`src/rtl/clock_set_controller_pkg.sv`:
```
`default_nettype none
// ============================================================================
//  Module   : clock_set_controller_pkg
//  Purpose  : Shared encodings for the clock/calendar set controller:
//             FSM states, field indices, per-field value ranges and
//             small helper functions used by the controller and counters.
//  Revision : 1.0 - initial release
// ============================================================================
package clock_set_controller_pkg;

    // Set-mode FSM states; SET_* order matches the field order on the bus.
    typedef enum logic [2:0] {
        ST_RUN       = 3'd0,
        ST_SET_HOUR  = 3'd1,
        ST_SET_MIN   = 3'd2,
        ST_SET_DAY   = 3'd3,
        ST_SET_DATE  = 3'd4,
        ST_SET_MONTH = 3'd5
    } state_t;

    // Field indices: also the bit position in the one-hot databus enable.
    localparam int         c_NUM_FIELDS = 5;
    localparam logic [2:0] c_F_HOUR     = 3'd0;
    localparam logic [2:0] c_F_MIN      = 3'd1;
    localparam logic [2:0] c_F_DAY      = 3'd2;
    localparam logic [2:0] c_F_DATE     = 3'd3;
    localparam logic [2:0] c_F_MONTH    = 3'd4;

    // Legal value ranges of each counter (date is 1-31 regardless of month).
    localparam logic [5:0] c_HOUR_MIN  = 6'd0;
    localparam logic [5:0] c_HOUR_MAX  = 6'd23;
    localparam logic [5:0] c_MIN_MIN   = 6'd0;
    localparam logic [5:0] c_MIN_MAX   = 6'd59;
    localparam logic [5:0] c_DAY_MIN   = 6'd1;
    localparam logic [5:0] c_DAY_MAX   = 6'd7;
    localparam logic [5:0] c_DATE_MIN  = 6'd1;
    localparam logic [5:0] c_DATE_MAX  = 6'd31;
    localparam logic [5:0] c_MONTH_MIN = 6'd1;
    localparam logic [5:0] c_MONTH_MAX = 6'd12;

    // Lowest legal value of a field.
    function automatic logic [5:0] field_min(input logic [2:0] f);
        case (f)
            c_F_HOUR:  return c_HOUR_MIN;
            c_F_MIN:   return c_MIN_MIN;
            c_F_DAY:   return c_DAY_MIN;
            c_F_DATE:  return c_DATE_MIN;
            c_F_MONTH: return c_MONTH_MIN;
            default:   return 6'd0;
        endcase
    endfunction

    // Highest legal value of a field.
    function automatic logic [5:0] field_max(input logic [2:0] f);
        case (f)
            c_F_HOUR:  return c_HOUR_MAX;
            c_F_MIN:   return c_MIN_MAX;
            c_F_DAY:   return c_DAY_MAX;
            c_F_DATE:  return c_DATE_MAX;
            c_F_MONTH: return c_MONTH_MAX;
            default:   return 6'd0;
        endcase
    endfunction

    // Wrap-around increment; anything at or above the maximum, or below the
    // minimum (a corrupt live value), lands on the field minimum.
    function automatic logic [5:0] incr_wrap(input logic [2:0] f, input logic [5:0] v);
        logic [5:0] lo;
        logic [5:0] hi;
        lo = field_min(f);
        hi = field_max(f);
        if ((v < lo) || (v >= hi)) begin
            return lo;
        end
        return v + 6'd1;
    endfunction

    // One-hot databus enable / load strobe vector for a field index.
    function automatic logic [4:0] field_onehot(input logic [2:0] f);
        return 5'b00001 << f;
    endfunction

    // Field edited in a given SET_* state (RUN maps to hour, never used).
    function automatic logic [2:0] state_field(input state_t s);
        case (s)
            ST_SET_HOUR:  return c_F_HOUR;
            ST_SET_MIN:   return c_F_MIN;
            ST_SET_DAY:   return c_F_DAY;
            ST_SET_DATE:  return c_F_DATE;
            ST_SET_MONTH: return c_F_MONTH;
            default:      return c_F_HOUR;
        endcase
    endfunction

    // Successor state on a mode press: RUN -> hour -> ... -> month -> RUN.
    function automatic state_t next_state(input state_t s);
        case (s)
            ST_RUN:       return ST_SET_HOUR;
            ST_SET_HOUR:  return ST_SET_MIN;
            ST_SET_MIN:   return ST_SET_DAY;
            ST_SET_DAY:   return ST_SET_DATE;
            ST_SET_DATE:  return ST_SET_MONTH;
            ST_SET_MONTH: return ST_RUN;
            default:      return ST_RUN;
        endcase
    endfunction

endpackage
`default_nettype wire

```
`src/rtl/clock_set_controller_field_scan.sv`:
```
`default_nettype none
// ============================================================================
//  Module   : clock_set_controller_field_scan
//  Purpose  : RUN-mode databus scanner. Holds each field's one-hot enable for
//             SCAN_DIV cycles, then rotates hour->min->day->date->month->hour.
//             A synchronous restart parks the scanner on hour with the
//             divider cleared.
//  Revision : 1.0 - initial release
// ============================================================================
module clock_set_controller_field_scan
    import clock_set_controller_pkg::*;
#(
    parameter int SCAN_DIV = 4
) (
    input  logic       clk,
    input  logic       clear,
    input  logic       restart,
    output logic [4:0] field_en
);

    localparam int                 c_CNT_W    = (SCAN_DIV > 1) ? $clog2(SCAN_DIV) : 1;
    localparam logic [c_CNT_W-1:0] c_CNT_LAST = c_CNT_W'(SCAN_DIV - 1);

    logic [c_CNT_W-1:0]      r_cnt;
    logic [c_NUM_FIELDS-1:0] r_onehot;

    // Divider and rotator: rotate once every SCAN_DIV cycles, park on restart.
    always_ff @(posedge clk) begin
        if (!clear || restart) begin
            r_cnt    <= '0;
            r_onehot <= 5'b00001;
        end else if (r_cnt == c_CNT_LAST) begin
            r_cnt    <= '0;
            r_onehot <= {r_onehot[c_NUM_FIELDS-2:0], r_onehot[c_NUM_FIELDS-1]};
        end else begin
            r_cnt    <= r_cnt + c_CNT_W'(1);
        end
    end

    assign field_en = r_onehot;

endmodule
`default_nettype wire

```
`src/rtl/clock_set_controller.sv`:
```
`default_nettype none
// ============================================================================
//  Module   : clock_set_controller
//  Purpose  : Time/date set-mode controller and databus scheduler for the
//             hour/minute/day/date/month counter chain. Two debounced
//             buttons walk a set-mode FSM; each field's edit value is
//             committed to its counter with a one-cycle load strobe.
//  Revision : 1.0 - initial release
// ============================================================================
module clock_set_controller
    import clock_set_controller_pkg::*;
#(
    parameter int SCAN_DIV = 4
) (
    input  logic       clk,
    input  logic       clear,
    input  logic       mode_btn,
    input  logic       inc_btn,
    input  logic [4:0] cur_hour,
    input  logic [5:0] cur_min,
    input  logic [2:0] cur_day,
    input  logic [4:0] cur_date,
    input  logic [3:0] cur_month,
    output logic       load_hour,
    output logic       load_min,
    output logic       load_day,
    output logic       load_date,
    output logic       load_month,
    output logic [5:0] load_data,
    output logic [4:0] field_en,
    output logic       run_en,
    output logic       setting,
    output logic [5:0] edit_val
);

    state_t     r_state;
    logic       r_mode_q;
    logic       r_inc_q;
    logic [4:0] r_load;
    logic [5:0] r_load_data;
    logic [5:0] r_edit;
    logic       r_run_en;
    logic       r_setting;
    logic [4:0] r_set_field_en;

    logic       w_press_mode;
    logic       w_press_inc;
    state_t     w_next_state;
    logic [2:0] w_cur_field;
    logic [2:0] w_next_field;
    logic [5:0] w_seed;
    logic [4:0] w_scan_en;

    // Rising-edge detect on the already-debounced buttons.
    assign w_press_mode = mode_btn & ~r_mode_q;
    assign w_press_inc  = inc_btn  & ~r_inc_q;

    assign w_next_state = next_state(r_state);
    assign w_cur_field  = state_field(r_state);
    assign w_next_field = state_field(w_next_state);

    // Live value of the field about to be edited, zero-extended to 6 bits.
    always_comb begin
        w_seed = 6'd0;
        case (w_next_field)
            c_F_HOUR:  w_seed = {1'b0, cur_hour};
            c_F_MIN:   w_seed = cur_min;
            c_F_DAY:   w_seed = {3'b000, cur_day};
            c_F_DATE:  w_seed = {1'b0, cur_date};
            c_F_MONTH: w_seed = {2'b00, cur_month};
            default:   w_seed = 6'd0;
        endcase
    end

    // Scanner is held parked while setting so RUN always resumes on hour.
    clock_set_controller_field_scan #(
        .SCAN_DIV (SCAN_DIV)
    ) u_field_scan (
        .clk      (clk),
        .clear    (clear),
        .restart  (r_setting),
        .field_en (w_scan_en)
    );

    // Set-mode FSM: button edges, edit value, commit strobes, mode outputs.
    always_ff @(posedge clk) begin
        if (!clear) begin
            r_state        <= ST_RUN;
            r_mode_q       <= 1'b0;
            r_inc_q        <= 1'b0;
            r_load         <= 5'b00000;
            r_load_data    <= 6'd0;
            r_edit         <= 6'd0;
            r_run_en       <= 1'b1;
            r_setting      <= 1'b0;
            r_set_field_en <= 5'b00001;
        end else begin
            r_mode_q <= mode_btn;
            r_inc_q  <= inc_btn;
            r_load   <= 5'b00000;

            // Mode has priority: a simultaneous inc press is dropped.
            if (w_press_mode) begin
                r_state        <= w_next_state;
                r_setting      <= (w_next_state != ST_RUN);
                r_run_en       <= (w_next_state == ST_RUN);
                r_set_field_en <= field_onehot(w_next_field);
                if (r_state != ST_RUN) begin
                    r_load      <= field_onehot(w_cur_field);
                    r_load_data <= r_edit;
                end
                if (w_next_state != ST_RUN) begin
                    r_edit <= w_seed;
                end
            end else if (w_press_inc && (r_state != ST_RUN)) begin
                r_edit <= incr_wrap(w_cur_field, r_edit);
            end
        end
    end

    assign load_hour  = r_load[c_F_HOUR];
    assign load_min   = r_load[c_F_MIN];
    assign load_day   = r_load[c_F_DAY];
    assign load_date  = r_load[c_F_DATE];
    assign load_month = r_load[c_F_MONTH];
    assign load_data  = r_load_data;
    assign field_en   = r_setting ? r_set_field_en : w_scan_en;
    assign run_en     = r_run_en;
    assign setting    = r_setting;
    assign edit_val   = r_edit;

endmodule
`default_nettype wire
```
`config.mk`:
```
export PLATFORM = sky130hd
export DESIGN_NAME = clock_set_controller
export DESIGN_NICKNAME = d
export VERILOG_FILES = /design/src/rtl/clock_set_controller_pkg.sv /design/src/rtl/clock_set_controller_field_scan.sv /design/src/rtl/clock_set_controller.sv
export SDC_FILE = /design/constraint.sdc
export NUM_CORES = 1
export LEC_CHECK = 0
export BUFFER_PORTS_ARGS = -buffer_cell sky130_fd_sc_hd__buf_2
export CAP_MARGIN = 20
export CORE_MARGIN = 4
export CORE_UTILIZATION = 53
export CTS_CLUSTER_DIAMETER = 150
export DETAILED_ROUTE_END_ITERATION = 8
export HOLD_SLACK_MARGIN = 0.03
export PLACE_DENSITY = 0.8
export RECOVER_POWER = 50
export SLEW_MARGIN = 20
export SYNTH_ARGS = -nofsm -noshare
export SYNTH_HDL_FRONTEND = slang
export SYNTH_SLANG_ARGS = --single-unit
```
`constraint.sdc`:
```
create_clock -name clk -period 3.15 [get_ports clk]
set_input_delay 0.4725 -clock clk [delete_from_list [all_inputs] [get_ports clk]]
set_output_delay 0.4725 -clock clk [all_outputs]
set_load 0.03 [all_outputs]
```
## Yosys cells after proc, flatten, opt, wreduce, memory -nomap -nowiden

Cells that the tools add are included.

| word-level totals | value |
|---|---|
| register bits | 36 |
| output and inout bits | 24 |
| logic and storage cells | 78 |
| input port bits | 27 |

| cells by class | value |
|---|---|
| eq/ne operators | 19 |
| bitwise logic cells | 4 |
| mux-type cells | 22 |
| reduce and logical (&&, ||, !) cells | 16 |
| $add $sub $neg | 2 |
| $lt $le $gt $ge | 2 |
| shift operators | 2 |

Operators by type and width:

| kind | count |
|---|---|
| 6-bit two-way mux | 11 |
| 6-bit case mux with 5 select lines | 2 |
| 3-bit by 2-bit equality test with 1-bit output, second input constant | 8 |
| 3-bit case mux with 4 select lines | 2 |
| 3-bit equality test, second input constant | 6 |
| 3-bit case mux with 5 select lines | 1 |
| 3-bit logical NOT | 4 |
| 1-bit by 3-bit << shifter with 5-bit output, first input constant | 2 |
| 3-bit by 1-bit equality test with 1-bit output, second input constant | 3 |
| 6-bit by 1-bit adder with 6-bit output, second input constant | 1 |
| 6-bit >= comparator | 1 |
| 6-bit less-than comparator | 1 |
| 3-bit nonzero test | 2 |
| 1-bit two-way mux | 5 |
| 5-bit two-way mux | 1 |
| 2-bit AND reduction | 2 |
| 3-bit AND reduction | 1 |
| 3-bit OR reduction | 1 |
| 2-bit by 1-bit adder with 2-bit output, second input constant | 1 |
| 1-bit bitwise AND | 2 |
| 2-bit equality test, second input constant | 1 |
| 1-bit logical OR | 2 |
| 2-bit by 1-bit inequality test with 1-bit output, second input constant | 1 |
| 1-bit inverter | 2 |
| other kinds (4) | 4 |

## Depth between registers and ports, before layout

| logic depth | value |
|---|---|
| word-level depth | 17 |
| mapped depth | 11 |
| mapped depth without buffers | 10 |

## By module

Synthesis repeated with hierarchy kept, for this count alone.

| second synthesis, totals | value |
|---|---|
| cell total of the unflattened synthesis | 229 |
| area, all modules | 1943.1 um2 |

Modules (own cells, without submodules):

| module | area an instance (um2) | cells an instance | sequential area each (um2) | times used |
|---|---|---|---|---|
| clock_set_controller | 1680.4 | 207 | 580.6 | 1 |
| clock_set_controller_field_scan | 262.8 | 22 | 140.1 | 1 |

## Worst setup path before layout

No wires, ideal clock.

| path | value |
|---|---|
| path kind | register to register |
| start point | register r_state[0] |
| end point | register r_edit[1], in the netlist edit_val[1] |
| arrival time | 2559 ps |
| clock period less this slack | 2675 ps |
| data required time | 3034 ps |
| setup slack | 475 ps |
| setup time | 116 ps |
| cell stages (with the launch flop) | 12 |
| buffers on the path | 2 |
| path through | dfxtp_1 > buf_2 > buf_1 > xor2_1 > nand2b_1 > ha_1 > nor3b_1 > and2_1 > a221o_1 > a221oi_1 > o22ai_1 > o211a_1 |

| between the ends | value |
|---|---|
| cells in the longest elaborated chain, start to end | 17 |
| elaborated cells between the ends (all ways) | 50 |
| those cells by class | 2 x order compare; 18 x eq/ne; 20 x mux; 10 x reduce/logical |

Ends and longest elaborated chain:

| element | RTL line | RTL |
|---|---|---|
| from (decl) | clock_set_controller.sv:36 | `state_t r_state;` |
| from (signal assigned) | clock_set_controller.sv:104 | `r_state <= w_next_state;` |
| 3-bit equality test (tied with other cells) | clock_set_controller_pkg.sv:85 | `case (s)` |
| 3-bit case mux with 4 select lines | clock_set_controller_pkg.sv:85 |  |
| 3-bit equality test / 3-bit by 2-bit equality test with 1-bit output (equally long branches) | clock_set_controller_pkg.sv:43, clock_set_controller_pkg.sv:55 |  |
| 3-bit OR reduction (no line) | - |  |
| 1-bit two-way mux | clock_set_controller_pkg.sv:43 | `case (f)` |
| 6-bit two-way mux | clock_set_controller.sv:115 | `end else if (w_press_inc && (r_state != ST_RUN)) begin` |
| 6-bit two-way mux | clock_set_controller.sv:103 | `if (w_press_mode) begin` |
| 6-bit two-way mux | clock_set_controller.sv:87 | `if (!clear) begin` |
| 6-bit less-than comparator | clock_set_controller_pkg.sv:72 | `if ((v < lo) \|\| (v >= hi)) begin` |
| 1-bit logical OR | clock_set_controller_pkg.sv:72 |  |
| 1-bit two-way mux | clock_set_controller_pkg.sv:72 |  |
| 1-bit two-way mux | clock_set_controller.sv:115 |  |
| 1-bit two-way mux | clock_set_controller.sv:103 |  |
| 1-bit two-way mux | clock_set_controller.sv:87 |  |
| 6-bit two-way mux | clock_set_controller_pkg.sv:75 | `return v + 6'd1;` |
| 6-bit two-way mux | clock_set_controller.sv:115 |  |
| 6-bit two-way mux | clock_set_controller.sv:103 |  |
| to (signal assigned) | clock_set_controller.sv:113 | `r_edit <= w_seed;` |
| to (signal assigned) | clock_set_controller.sv:116 | `r_edit <= incr_wrap(w_cur_field, r_edit);` |
| to (decl) | clock_set_controller.sv:41 | `logic [5:0] r_edit;` |

Parallel ways exist; a longest one is shown, timed or not. The select of a mux whose other input is x is not followed.
A chain may end at the register's enable or synchronous reset.

## Worst setup path after layout

| path | value |
|---|---|
| start point | register r_state[1] |
| end point | register r_edit[4], in the netlist edit_val[4] |

The elaborated chain is that of the path after synthesis.

==> flow_summary.json <==
{
  "dp_hpwl_um": 3720,
  "drv_slew": 0,
  "syn_inst": 228,
  "critPathMaxFanout": 12,
  "critPathRequiredTime_ns": 3.39,
  "worstSetupEndpointType": "register",
  "via_per_inst": 5.70,
  "cpPeakStageDelay_ns": 0.46,
  "dieArea_sq_um": 4830,
  "ant_nets": 0,
  "cts_setup_buffers": 0,
  "synth_seq_cells": 36,
  "status": "completed",
  "p_leak_nw": 1.02,
  "syn_area_sq_um": 2000,
  "cts_tree": "built",
  "final_common_cell": "dfxtp_1",
  "die_y_um": 69.5,
  "critPathMostFrequentCell": "nor2b_1",
  "cts_htree_levels": 2,
  "hold_slack_ns": 0.404,
  "max-clock-path-buffers": 2,
  "slew_headroom": 0.276,
  "ys_warn_count": 0,
  "synth_ff_type": "dfxtp_1",
  "path_class": "reg2reg",
  "clock-sinks": 36,
  "most-common-layout-cells": "dfxtp_1, buf_2, nand2_1",
  "die_w_um": 69.5,
  "grt_pass1_vias": 1746,
  "io_buffers": 50,
  "path_delay_family": "simple AND/OR/NAND/NOR gates",
  "timing.critical_path.from_type": "register",
  "rows": 22,
  "slowest_stage": "dfxtp_2",
  "hold_viol_final": 0,
  "cts_buffers": 5,
  "rsz0062_at_grt": "no",
  "grt_max_degree": 28,
  "area_growth_pct": 18.8,
  "fin_crit_ns": 2.76,
  "firstDrtPassIters": 5,
  "hold_path_class": "in2reg",
  "gp_congestion": 0.897,
  "antenna_cells": 0,
  "wl_um": 5130,
  "path_clk_slew_ns": 0.07,
  "path_cells": "nor2b_1 -> buf_4 -> nor2b_1 -> ha_1 -> a21o_1 -> a31oi_1 -> o21ai_0 -> or2_1 -> nor4_1 -> o31a_1",
  "setup_violations": 0,
  "synth.distinct_cells": 50,
  "async_reset_ff_frac": 0,
  "avgSynthCellArea_sq_um": 8.79,
  "fin_tns_setup_ns": 0,
  "skew_ns": 0.00364,
  "cp.buffers_inverters": 1,
  "layout.nets": 314,
  "finalCritPeriodShare": 0.876,
  "grt_usage": 0.218,
  "wire_per_inst_um": 15.7,
  "cts-root-buf": "clkbuf_8",
  "power.density_nw_per_um2": 487,
  "drv_cap": 0,
  "vias": 1858,
  "initial_core_util": 0.547,
  "syn_nets": 264,
  "io_pins": 51,
  "synth_edf_count": 0,
  "drt_iter0_markers": 161,
  "grt_overflow": 0,
  "arrival_ns": 3.00,
  "grt_pass1_wl_um": 8420,
  "clk_latency_ns": 0.29,
  "ir_drop_uv": 300,
  "drc": 0,
  "seq_area_frac_synth": 0.360,
  "max_slew.worst_pin.slew_ns": 1.09,
  "fmax_mhz": 362,
  "coreArea_sq_um": 3660,
  "layout-drive-gt1-share": 0.216,
  "antenna_found_initial": 0
}
-- synthesized netlist by cell type (2+ instances only) --
| master | count | share of area |
|---|---|---|
| dfxtp_1 | 36 | 0.36 |
| nand2_1 | 20 | 0.037 |
| nor2b_1 | 14 | 0.044 |
| nor2_1 | 13 | 0.024 |
| a21oi_1 | 12 | 0.030 |
| clkbuf_1 | 10 | 0.019 |
| mux2i_1 | 10 | 0.050 |
| ha_1 | 9 | 0.056 |
| o21ai_0 | 8 | 0.020 |
| nand2b_1 | 7 | 0.022 |
| nor3_1 | 6 | 0.015 |
| o21a_1 | 6 | 0.022 |
| inv_1 | 5 | 0.0094 |
| mux2_2 | 5 | 0.028 |
| nand3_1 | 5 | 0.012 |
| nor3b_1 | 5 | 0.019 |
| a21boi_0 | 4 | 0.015 |
| and3_1 | 4 | 0.012 |
| a21o_1 | 3 | 0.011 |
| a22oi_1 | 3 | 0.011 |
| and2_1 | 3 | 0.0094 |
| buf_2 | 3 | 0.0075 |
| o31a_1 | 3 | 0.013 |
| a222oi_1 | 2 | 0.010 |
| a22o_1 | 2 | 0.0087 |
| buf_6 | 2 | 0.011 |
| nand4_1 | 2 | 0.0062 |
| nor4_1 | 2 | 0.0062 |
| o211a_1 | 2 | 0.010 |
| o22ai_1 | 2 | 0.0062 |
-- power breakdown --
part / switching (W) / internal (W) / total, W
Combinational: 0.000173 / 0.000120 / 0.000293
Clock: 0.000158 / 0.000195 / 0.000353
Sequential: 0.0000344 / 0.000480 / 0.000514
-- through the flow --
step           total power (W)  std cells  utilization  setup slack, ns  cell area, sq um
5_1_grt                0.00122        326        0.650           0.0285              2380
3_5_place_dp          0.000811        319        0.629            0.299              2300
2_1_floorplan         0.000725        228            -            0.475              2000
6_report               0.00116        326        0.650            0.390              2380
4_1_cts                0.00117        326        0.655            0.273              2400
3_3_place_gp          0.000805        319        0.629            0.391              2300
-- area by class of cell --
| cell class | count | area (sq um) |
|---|---|---|
| multi-input combinational | 171 | 1180 |
| sequential | 36 | 722 |
| inverter | 5 | 18.8 |
| tap | 48 | 60.1 |
| timing repair buffer | 59 | 298 |
| fill | 309 | 1280 |
| clock buffer | 7 | 96.3 |
-- registers in the layout, indices dropped and copies added, names as in the netlist --
register and flops:
run_en 1, r_inc_q 1, setting 1, u_field_scan.r_cnt 2, r_load 5, u_field_scan.field_en 5
load_data 6, r_set_field_en 5, r_state 3, r_mode_q 1, edit_val 6
-- repair_timing --
item | 4_1_cts | 5_1_grt
gates resized for setup | 0 | 1
hold buffers | 0 | 0
endpoints found under the setup margin | 0 | 3
-- worst paths after layout --
kind / from / endpoint / slack, ns / cells past startpoint
max: r_state[1]$_SDFFE_PN0P_ / edit_val[4]$_SDFFE_PN0P_ / 0.39 / 10
max reg2reg: r_state[1]$_SDFFE_PN0P_ / edit_val[4]$_SDFFE_PN0P_ / 0.39 / 10
min: inc_btn / r_inc_q$_SDFF_PN0_ / 0.40 / 2
min reg2reg: u_field_scan.r_cnt[0]$_SDFF_PP0_ / u_field_scan.r_cnt[0]$_SDFF_PP0_ / 0.43 / 1
-- logic make-up (layout without fill, tap and decap cells) --
kind of cell | Yosys count | count (layout) | synth area share
compound gates | 55 | 55 | 0.201
xor+xnor | 1 | 1 | 0.00437
simple gates | 90 | 90 | 0.247
mux | 15 | 15 | 0.0781
buf+inv | 21 | 71 | 0.0487
flops | 36 | 36 | 0.360
fa+ha+maj | 10 | 10 | 0.0612
-- per-layer routing --
layer  track usage  routed length [um]  up-vias
met5             0                   0        -
met4         0.115                 143        0
met3        0.0464                 416       17
met2         0.336                2360       87
met1         0.283                2200      838
li1              -                   -      916
-- worst register-to-register path, cell delays in order, from the launching register on --
cell and delay [ns]:
dfxtp_2 0.46, nor2b_1 0.21, buf_4 0.19, nor2b_1 0.24, ha_1 0.29, a21o_1 0.18
a31oi_1 0.13, o21ai_0 0.22, or2_1 0.35, nor4_1 0.28, o31a_1 0.16
No activity file was read; power rests on OpenSTA's default activity.
